## config.mk

```make
export PLATFORM = sky130hd
export DESIGN_NAME = mmc_cmd_serialiser
export DESIGN_NICKNAME = d
export VERILOG_FILES = /design/src/rtl/mmc_cmd_serialiser.sv
export SDC_FILE = /design/constraint.sdc
export NUM_CORES = 1
export LEC_CHECK = 0
export BUFFER_PORTS_ARGS = -buffer_cell sky130_fd_sc_hd__buf_2
export CORE_MARGIN = 3
export CORE_UTILIZATION = 49
export CTS_CLUSTER_DIAMETER = 80
export DETAILED_ROUTE_END_ITERATION = 6
export PLACE_DENSITY_LB_ADDON = 0.05
export SKIP_LAST_GASP = 1
export SLEW_MARGIN = 20
export SYNTH_ARGS = -nofsm -noshare
export SYNTH_HDL_FRONTEND = slang
export SYNTH_SLANG_ARGS = --single-unit
```

## constraint.sdc

```tcl
create_clock -name clk_i -period 1.6 [get_ports clk_i]
set_input_delay 0.16 -clock clk_i [delete_from_list [all_inputs] [get_ports clk_i]]
set_output_delay 0.16 -clock clk_i [all_outputs]
set_load 0.02 [all_outputs]
```

## src/rtl/mmc_cmd_serialiser.sv

```systemverilog
// ---------------------------------------------------------------------------
// mmc_cmd_serialiser
//
// Serialises one 48-bit MMC command frame onto the CMD line:
//   {start 0, transmit 1, cmd_idx[5:0], arg[31:0], crc7[6:0], end 1}
// Bits go out MSB first. Each bit is launched on a falling edge of the MMC
// bus clock (bitclk_i), which is sampled in the clk_i domain. After the end
// bit has been held for one full bit period the line is released. The block
// then raises a one-cycle completion pulse and, if a response is expected,
// starts the response deserialiser.
//
// Optional feature (macro MMC_CMD_SERIALISER_CRC7_EN):
//   defined   - CRC7 (x^7 + x^3 + 1, init 0) is generated internally over
//               frame bits 47..8 while they are shifted out; crc_i is ignored.
//   undefined - the CRC field is the crc_i value captured with the command.
//
// Ports
//   clk_i         system clock, rising edge
//   rst_i         asynchronous reset, active low
//   bitclk_i      MMC bus clock level (synchronous to clk_i, <= clk_i/2)
//   start_i       one-cycle command request, accepted only when idle
//   abort_i       cancel any transfer in progress (wins over start_i)
//   cmd_idx_i     command index     } captured
//   arg_i         command argument  } on an
//   crc_i         external CRC7     } accepted
//   resp_type_i   0 none, 1 48-bit, 2 136-bit (R2), 3 as 1 } start_i
//   cmd_o         CMD line data (idles high)
//   cmd_oe_o      CMD line output enable
//   busy_o        transfer in progress
//   done_o        one-cycle completion pulse
//   resp_start_o  one-cycle response-start pulse, with done_o, if a response
//                 is expected
//   resp_r2_o     captured response type is R2; held until the next start
// ---------------------------------------------------------------------------
module mmc_cmd_serialiser (
    input  logic        clk_i,
    input  logic        rst_i,
    input  logic        bitclk_i,
    input  logic        start_i,
    input  logic        abort_i,
    input  logic [5:0]  cmd_idx_i,
    input  logic [31:0] arg_i,
    input  logic [6:0]  crc_i,
    input  logic [1:0]  resp_type_i,
    output logic        cmd_o,
    output logic        cmd_oe_o,
    output logic        busy_o,
    output logic        done_o,
    output logic        resp_start_o,
    output logic        resp_r2_o
);

    typedef enum logic [1:0] {
        ST_IDLE    = 2'd0,
        ST_SHIFT   = 2'd1,
        ST_RELEASE = 2'd2,
        ST_DONE    = 2'd3
    } state_t;

    state_t      state_q, state_d;
    logic        bitclk_q;
    logic        fall_w;
    logic [47:0] frame_q;
    logic [5:0]  count_q;
    logic [1:0]  resp_type_q;
    logic        cur_bit;
    logic [6:0]  crc_load;

    // Strobes from the control process into the datapath register.
    logic        load_en;
    logic        shift_en;
    logic        release_en;

    assign fall_w  = ~bitclk_i & bitclk_q;
    assign cur_bit = frame_q[count_q];

    // NOTE: registers are updated with non-blocking assignments so every
    // flop samples the pre-edge value of the others, as real hardware does.
    always_ff @(posedge clk_i or negedge rst_i) begin
        if (!rst_i) begin
            bitclk_q <= 1'b0;
        end else begin
            bitclk_q <= bitclk_i;
        end
    end

    always_ff @(posedge clk_i or negedge rst_i) begin
        if (!rst_i) begin
            state_q <= ST_IDLE;
        end else begin
            state_q <= state_d;
        end
    end

    // NOTE: every signal written here gets a default first; a path that left
    // one unassigned would infer a latch.
    always_comb begin
        state_d      = state_q;
        load_en      = 1'b0;
        shift_en     = 1'b0;
        release_en   = 1'b0;
        done_o       = 1'b0;
        resp_start_o = 1'b0;

        // The completion pulse is a pure decode of the DONE state.
        if (state_q == ST_DONE) begin
            done_o       = 1'b1;
            resp_start_o = (resp_type_q != 2'd0);
        end

        if (abort_i) begin
            state_d = ST_IDLE;
        end else begin
            case (state_q)
                ST_IDLE: begin
                    // A fall_w in this same cycle is deliberately not used.
                    if (start_i) begin
                        load_en = 1'b1;
                        state_d = ST_SHIFT;
                    end
                end
                ST_SHIFT: begin
                    if (fall_w) begin
                        shift_en = 1'b1;
                        if (count_q == 6'd0) begin
                            state_d = ST_RELEASE;
                        end
                    end
                end
                ST_RELEASE: begin
                    // Holding until the next fall gives the end bit a full
                    // bit period on the line.
                    if (fall_w) begin
                        release_en = 1'b1;
                        state_d    = ST_DONE;
                    end
                end
                default: begin
                    state_d = ST_IDLE;
                end
            endcase
        end
    end

`ifdef MMC_CMD_SERIALISER_CRC7_EN
    logic [6:0] crc_q;
    logic [6:0] crc_d;
    logic       crc_ins;
    logic       unused_crc_i;

    assign unused_crc_i = ^crc_i;
    // The CRC field loads as zero; the computed remainder is written in later.
    assign crc_load = 7'd0;
    assign crc_d    = {crc_q[5:0], 1'b0} ^ ((cur_bit ^ crc_q[6]) ? 7'h09 : 7'h00);
    // Bit 8 is the last covered bit; its update lands the remainder in
    // frame[7:1] one bit period before bit 7 is needed.
    assign crc_ins  = shift_en && (count_q == 6'd8);

    always_ff @(posedge clk_i or negedge rst_i) begin
        if (!rst_i) begin
            crc_q <= 7'd0;
        end else if (load_en) begin
            crc_q <= 7'd0;
        end else if (shift_en && (count_q >= 6'd8)) begin
            crc_q <= crc_d;
        end
    end
`else
    assign crc_load = crc_i;
`endif

    // NOTE: the frame shift register is reset along with the control flops so
    // the block comes out of reset in a fully defined state.
    always_ff @(posedge clk_i or negedge rst_i) begin
        if (!rst_i) begin
            frame_q     <= '0;
            count_q     <= 6'd0;
            resp_type_q <= 2'd0;
            cmd_o       <= 1'b1;
            cmd_oe_o    <= 1'b0;
        end else begin
            if (load_en) begin
                frame_q     <= {2'b01, cmd_idx_i, arg_i, crc_load, 1'b1};
                count_q     <= 6'd47;
                resp_type_q <= resp_type_i;
            end
            if (shift_en) begin
                cmd_o    <= cur_bit;
                cmd_oe_o <= 1'b1;
                if (count_q != 6'd0) begin
                    count_q <= count_q - 6'd1;
                end
            end
`ifdef MMC_CMD_SERIALISER_CRC7_EN
            if (crc_ins) begin
                frame_q[7:1] <= crc_d;
            end
`endif
            if (release_en || abort_i) begin
                cmd_oe_o <= 1'b0;
                cmd_o    <= 1'b1;
            end
        end
    end

    assign busy_o    = (state_q != ST_IDLE);
    assign resp_r2_o = (resp_type_q == 2'd2);

endmodule

```

# == Word-level counts from Yosys, hierarchy flattened ==
# Index checks and enable logic that the tools add are counted.
# word_totals
output_inout_bits,6
input_bits,52
elab_cells,52
register_bits,60
# op_classes
n_eq_ne,8
add_sub_neg,1
muxes,25
bitwise_logic,2
order_cmp,1
n_reduce_logical,8
# op_table
operator,n
$mux 6,3
$mux 1,15
$ne 3x3->1 const B,4
$mux 2,5
$lt 6x7->1 const B,1
$bmux 1 s6,1
$eq 2x2->1 const B,3
$logic_not 6->1,1
$pmux 2 s3,1
$reduce_bool 2->1,3
$reduce_bool 6->1,1
$sub 6x1->6 const B,1
$reduce_and 4->1,1
$eq 2x1->1 const B,1
$logic_not 2->1,1
$and 1x1->1,1
$logic_or 1x1->1,1
$not 1->1,1

# == Longest topological paths before layout ==
# Gate-level depths: netlist (run 1).
# depth
word_depth,7
mapped_depth,8

# == Worst setup path before layout (run 1) ==
# No wires, ideal clock.
# synth_timing
path_type,register to register
start,register count_q[0]
end,register cmd_o
path_slack_ns,-0.098
path_buffers,2
required_time_ns,1.504
path_stages_with_launch,7
setup_ns,0.096
synth_period_minus_slack_ns,1.698
t_arrival_ns,1.602
cell_sequence,dfrtp_1 > buf_6 > buf_8 > mux4_1 > a221o_1 > a21oi_2 > o211ai_1
# synth_between
elab_chain_cells,4
# synth_lines
element,line,text
from (decl),64,logic [5:0] count_q;
from (signal assigned),191,count_q <= count_q - 6'd1;
$bmux 1 s6,75,assign cur_bit = frame_q[count_q];
$mux 1 (implied by the code),75,
$mux 1,187,if (shift_en) begin
$mux 1,199,if (release_en || abort_i) begin
to (signal assigned),188,cmd_o <= cur_bit;
to (decl),45,"output logic cmd_o,"
# No other way between the ends. The select of a mux whose other input is x is not followed.
# A chain may end at the register's enable or synchronous reset.

# == Worst setup path after layout (run 1) ==
# Same ends and word-level chain as after synthesis.

==> results.cfg, run 1 <==
[floorplanning]
die_h_um = 82
die_area_um2 = 6720
die-width_um = 82
ioPinCount = 58
core-area_um2 = 5540
rows = 27
start_util_pct = 51.1

[drt]
firstDrtPassIters = 4
wl_per_cell_um = 18.1
wl_mm = 6.70
drt_iter0_drc = 91
vias = 2026
drc = 0
ant_nets = 0
vias_per_cell = 5.46

[critical_path]
worstRegToRegCells = 5
worstPathMaxFanout = 5
crit_start = count_q[0]$_DFF_PN0_
crit_required_ns = 1.84
endpoint = cmd_o$_DFFE_PN1P_
r2r_start = count_q[0]$_DFF_PN0_
critPathLaunchType = register
criticalPathCategory = register to register
rrSetupSlack_ns = -0.17
r2r_end = cmd_o$_DFFE_PN1P_
cp-end-kind = register
cp_data_arrival_time_ns = 2.01

[clock_network]
numCtsBuffers = 9
clock_path_buffers = 2
clock_latency_ns = 0.34
path_clk_slew_ns = 0.07
clock-root-buffer = clkbuf_8
htreeDepth = 3
cts_sinks = 59
cts_tree = done

[logic_synthesis]
avgSynthCellArea_um2 = 14.2
synthCells = 199
synth_top_family_by_area = multiplexers
synthMuxAreaShare_pct = 29.9
synth_warnings = 0
yosys.area_share.simple_pct = 5.92
synth_top_cell_by_area = dfrtp_1
synth.distinct_cells = 38
synth_seq_cells = 59
ys_top_cells_by_area = dfrtp_1, mux2_2, mux4_1
synth_compound_area_share_pct = 6.06
synthesis.area_um2 = 2830
synth_edf_count = 0
synth_fa_ha_area_share_pct = 2.65
syn_nets = 257
synth_xor_area_share_pct = 0.309
ys_seq_area_share_pct = 52.2
synth-async-reset-ratio_pct = 100
ys.flop_type = dfrtp_1
synth_top_cell_area_share_pct = 51.3

[grt]
grt-ovfl-total = 0
grt_pass1_wl_mm = 9.99
grt_use_total_pct = 20.7
antenna_found_initial = 0
grt_pass1_vias = 1995
grt_max_degree = 32

[cells_and_area]
nets = 352
fin_util_pct = 71.6
layout_commonest_cell = buf_2
fin_cells = 371
drive_gt1_share_pct = 60.2
mostFrequentLayoutCells = buf_2, dfrtp_1, mux2_2, buf_4, clkbuf_8
area_growth_pct = 40.2
n_antenna_cell = 0

[sta]
hold_viol = 0
setup_slack_ns = -0.168
fin_crit_ns = 1.77
setup_viol = 50
fmax_mhz = 566
drv_slew = 0
rsz0062_at_grt = yes
worst_slew_pin_slew_ns = 0.405
clock_skew_ns = 0.00703
slew_headroom_pct = 73.0
period_share_pct = 110

[worst_hold_path]
hold_path.class = input pin to register

[power_and_ir_drop]
power_density_nw_per_um2 = 1620
irDropWorstVdd_mv = 0.868
leakagePower_uw = 0.00182

[placement]
place_congestion = 0.778
dp_cells = 336
dp_hpwl_mm = 3.87
numPortBuffers = 57

[run_status]
violations = setup timing
status = complete, but fails checks

[job]
max_cap_viol_count = 0
[Yosys cell counts, types with 2 or more instances]
library cell	number
o21ai_0	3
nand2_1	6
and3_1	2
o211ai_1	3
nor2_1	6
inv_1	7
buf_1	3
nor2b_1	3
mux2i_1	2
clkbuf_1	4
ha_1	6
nand2b_1	3
dfrtp_1	58
mux4_1	10
a31oi_1	2
a221oi_1	2
or3_1	2
nand3b_1	3
mux2_2	48
a21oi_1	6
a22oi_1	3
[sequential cells by signal, summed over array words and instances, names as in the netlist]
name and count:
frame_q 46, state_q 2, resp_type_q 2, cmd_o 1, count_q 6, cmd_oe_o 1
bitclk_q 1
[worst min-delay path by stage]
stage	slack, ns	start	depth (start not counted)	end
2_1_floorplan	-0.14	rst_i	0	bitclk_q$_DFF_PN0_
3_3_place_gp	0.19	rst_i	2	resp_type_q[1]$_DFFE_PN0P_
5_1_grt	0.04	crc_i[4]	2	frame_q[5]$_DFFE_PN0P_
4_1_cts	0.04	arg_i[2]	2	frame_q[10]$_DFFE_PN0P_
3_5_place_dp	0.20	rst_i	2	frame_q[3]$_DFFE_PN0P_
6_report	0.05	abort_i	2	state_q[0]$_DFFE_PN0P_
[stage by stage]
stage               total power (µW)  area, µm²  hold WS [ns]  setup TNS, ns  worst slack (ns)
floorplan                       3970       2840        -0.136        -0.0859           -0.0859
global placement                4500       3310         0.193         -0.116            -0.112
detailed placement              4560       3310         0.200          -1.03            -0.150
CTS                             6160       3790        0.0371          -1.64            -0.166
global route                    6800       3970        0.0431          -4.39            -0.255
finish                          6450       3970        0.0496          -2.49            -0.168
[logic make-up after synthesis]
family,Yosys count
AOI/OAI and AO/OA,25
DFF,59
adders and majority gates,6
and+or+nand+nor,30
buffers and inverters,17
muxes,61
xor gates and xnor gates,1
[where the power goes]
group / total (µW) / switching (µW) / leakage [µW] / internal [µW]
combinational: 2660 / 958 / 0.00105 / 1700
sequential: 2560 / 396 / 0.000682 / 2160
clock: 1230 / 588 / 0.0000884 / 641
[metal layers]
metal  GRT usage, %  vias to the layer above  share of wire, %
met4           11.0                        0               2.4
li1               -                      942                 -
met5              0                        -                 0
met3           4.61                       16               4.3
met2           32.2                       59                50
met1           27.1                     1009                43
[worst max-delay path, cell delays in order (launching register included)]
cell and delay (ns):
dfrtp_2 0.43, buf_6 0.15, mux4_2 0.51, a221o_1 0.40
a21oi_2 0.11, o211ai_1 0.09
[timing repair]
item | CTS | global route
hold buffers | 2 | 0
pin swaps | 1 | 11
buffers inserted | 7 | 4
gates resized for setup | 16 | 28
endpoints found under the hold margin | 59 | 0
gates cloned | 5 | 3
setup endpoints to repair | 53 | 56
[area by class of cell]
type                       count  area [µm²]
inverter                       7        26.3
timing repair buffer          94         786
multi-input combinational    123        1400
sequential                    59        1480
tap                           72        90.1
clock inverter                 4        25.0
fill                         380        1570
clock buffer                  12         155
(Power assumes the default switching activity.)
==> inputs of run 2 (changes only) <==
--- a/config.mk
+++ b/config.mk
@@ -5,10 +5,13 @@
 export SDC_FILE = /design/constraint.sdc
 export NUM_CORES = 1
 export LEC_CHECK = 0
+export ABC_AREA = 1
+export ABC_CLOCK_PERIOD_IN_PS = 1600
 export BUFFER_PORTS_ARGS = -buffer_cell sky130_fd_sc_hd__buf_2
 export CORE_MARGIN = 3
-export CORE_UTILIZATION = 49
+export CORE_UTILIZATION = 50
 export CTS_CLUSTER_DIAMETER = 80
+export CTS_CLUSTER_SIZE = 16
 export DETAILED_ROUTE_END_ITERATION = 6
 export PLACE_DENSITY_LB_ADDON = 0.05
 export SKIP_LAST_GASP = 1
==> run 2 against run 1 <==
  * The run now ends clean
  * Clock skew is 0.0013 ns lower
  * Global-route usage is 1.4 points lower
  * Via count is 14% higher
  * Cell area is 7.6% lower
  * Maximum frequency is 14% higher
  * Clock power is 24% higher
  * Sequential share of layout area is 3.0 points higher
  * Critical endpoint is now frame_q[39]$_DFFE_PN0P_
  * Largest cell class unchanged
==> results.cfg, run 2 <==
[run_status]
status = completed

[sta]
clock_skew_ns = 0.00575
setup_slack_ns = 0.0547
fin_crit_ns = 1.55
slew_headroom_pct = 77.5
drv_slew = 0
hold_viol = 0
fmax_mhz = 647
setup_viol = 0
rsz0062_at_grt = yes
period_share_pct = 96.6
worst_slew_pin_slew_ns = 0.337

[clock_network]
clock-root-buffer = clkbuf_8
htreeDepth = 3
clock_latency_ns = 0.33
cts_tree = done
cts_sinks = 59
numCtsBuffers = 9
path_clk_slew_ns = 0.06
clock_path_buffers = 2

[floorplanning]
die_h_um = 82.9
rows = 27
die_area_um2 = 6880
start_util_pct = 52.8
core-area_um2 = 5610
ioPinCount = 58
die-width_um = 82.9

[drt]
highest_layer = met4
vias_per_cell = 4.93
met1_length_mm = 3.00
wl_mm = 6.30
wl_met2_mm = 2.99
drt_iter0_drc = 97
dr_wl_met3_um = 245
wl_per_cell_um = 13.4
vias = 2319
drc = 0
firstDrtPassIters = 4
ant_nets = 0

[logic_synthesis]
synthMuxAreaShare_pct = 12.6
synth_top_family_by_area = simple AND/OR/NAND/NOR gates
syn_nets = 379
synth_compound_area_share_pct = 7.06
synth.distinct_cells = 28
synth_xor_area_share_pct = 1.18
ys.flop_type = dfrtp_1
synthCells = 321
ys_top_cells_by_area = dfrtp_1, mux2_2, nand2_1
synth_top_cell_area_share_pct = 49.0
synthesis.area_um2 = 2960
synth-async-reset-ratio_pct = 100
synthTopCellsByCount = dfrtp_1, nand2_1, nor2_1
avgSynthCellArea_um2 = 9.22
synth_fa_ha_area_share_pct = 2.54
synth_warnings = 0
synth_seq_cells = 59
yosysMostFrequentCell = dfrtp_1
synth_top_cell_by_area = dfrtp_1
ys_seq_area_share_pct = 49.9
synth_edf_count = 0
yosys.area_share.simple_pct = 18.4

[grt]
grt-ovfl-total = 0
grt_pass1_wl_mm = 10.9
grt_use_total_pct = 19.3
grt_pass1_vias = 2419
antenna_found_initial = 0
grt_max_degree = 60

[critical_path]
cpMaxStageDelayCell = dfrtp_1
worstPathMaxFanout = 17
r2r_end = frame_q[39]$_DFFE_PN0P_
max_stage_delay_ns = 0.39
rrSetupSlack_ns = 0.05
cp-end-kind = register
critPathBufInv = 2
crit_family = flip-flops
crit_chain = inv_1, ha_1, nand3_4, clkbuf_16, mux2_2
critPathLaunchType = register
cp_data_arrival_time_ns = 1.76
criticalPathCategory = register to register
r2r_start = state_q[0]$_DFFE_PN0P_
worstRegToRegCells = 5
crit_required_ns = 1.81

[cells_and_area]
drive_gt1_share_pct = 33.9
top_register = frame_q
nets = 451
reg.largest.list = frame_q: 46 flops, count_q: 6 flops
mostFrequentLayoutCells = dfrtp_1, buf_2, nand2_1, nor2_1, mux2_2
largest_reg_flops = 46
layout_commonest_cell = dfrtp_1
stdcell_area_um2 = 3670
n_antenna_cell = 0
area_growth_pct = 23.9
fin_util_pct = 65.4

[placement]
place_congestion = 0.858
pre_cts_ws_ns = 0.0271
dp_hpwl_mm = 4.18
numPortBuffers = 57
dpl_cell_area_um2 = 3360

[worst_hold_path]
worstHoldStart = abort_i
hold_end = state_q[0]$_DFFE_PN0P_
hold_path.class = input pin to register
whs_path_depth = 2

[power_and_ir_drop]
leakagePower_uw = 0.00184
total_power_uw = 6190
irDropWorstVdd_mv = 0.817
power_density_nw_per_um2 = 1690

[job]
max_cap_viol_count = 0
==> run 2: worst max path at each step <==
stage                            from  cells after the start                       to
6_report       state_q[0]$_DFFE_PN0P_                      5  frame_q[39]$_DFFE_PN0P_
5_1_grt        state_q[1]$_DFFE_PN0P_                      9     count_q[5]$_DFF_PN0_
4_1_cts        state_q[0]$_DFFE_PN0P_                      5  frame_q[43]$_DFFE_PN0P_
3_5_place_dp   state_q[0]$_DFFE_PN0P_                      5  frame_q[41]$_DFFE_PN0P_
3_3_place_gp   state_q[0]$_DFFE_PN0P_                      5  frame_q[41]$_DFFE_PN0P_
2_1_floorplan    count_q[0]$_DFF_PN0_                     11     count_q[1]$_DFF_PN0_
==> run 2: cells by family after synthesis <==
group           after synthesis
simple gates                133
fa+ha+maj                     6
mux                          33
compound gates               38
flops                        59
buf+inv                      48
xor+xnor                      4
==> run 2: metal layers <==
metal	track usage, %	up-vias
li1	-	1179
met1	25.3	1086
met2	30.9	46
met3	5.06	8
met4	6.84	0
met5	0	-
==> run 2: layout make-up <==
cell class / count / area (µm²)
Clock buffer: 11 / 151
Timing Repair Buffer: 77 / 499
Tap cell: 72 / 90.1
Multi-Input combinational cell: 214 / 1250
Clock inverter: 5 / 75.1
Inverter: 32 / 120
Fill cell: 500 / 1940
Sequential cell: 59 / 1480
==> run 2: metrics by stage <==
| step | hold WS [ns] | setup TNS [ns] | instances |
|---|---|---|---|
| after detailed placement | 0.191 | 0 | 449 |
| after global placement | 0.192 | 0 | 449 |
| after global routing | 0.0338 | -0.0616 | 470 |
| after CTS | 0.0241 | 0 | 467 |
| after floorplan | -0.136 | 0 | 321 |
| final | 0.0533 | 0 | 470 |
==> run 2: what timing repair did <==
action                     in CTS  in global routing
setup endpoints to repair       0                 36
resized for setup               0                  6
hold buffers                    2                  0
hold endpoints to repair       59                  0
setup buffers                   0                  2
==> run 2: power breakdown <==
part	total [µW]	switching (µW)	internal, µW
clock	1520	563	953
combinational	2220	1170	1050
sequential	2450	312	2140
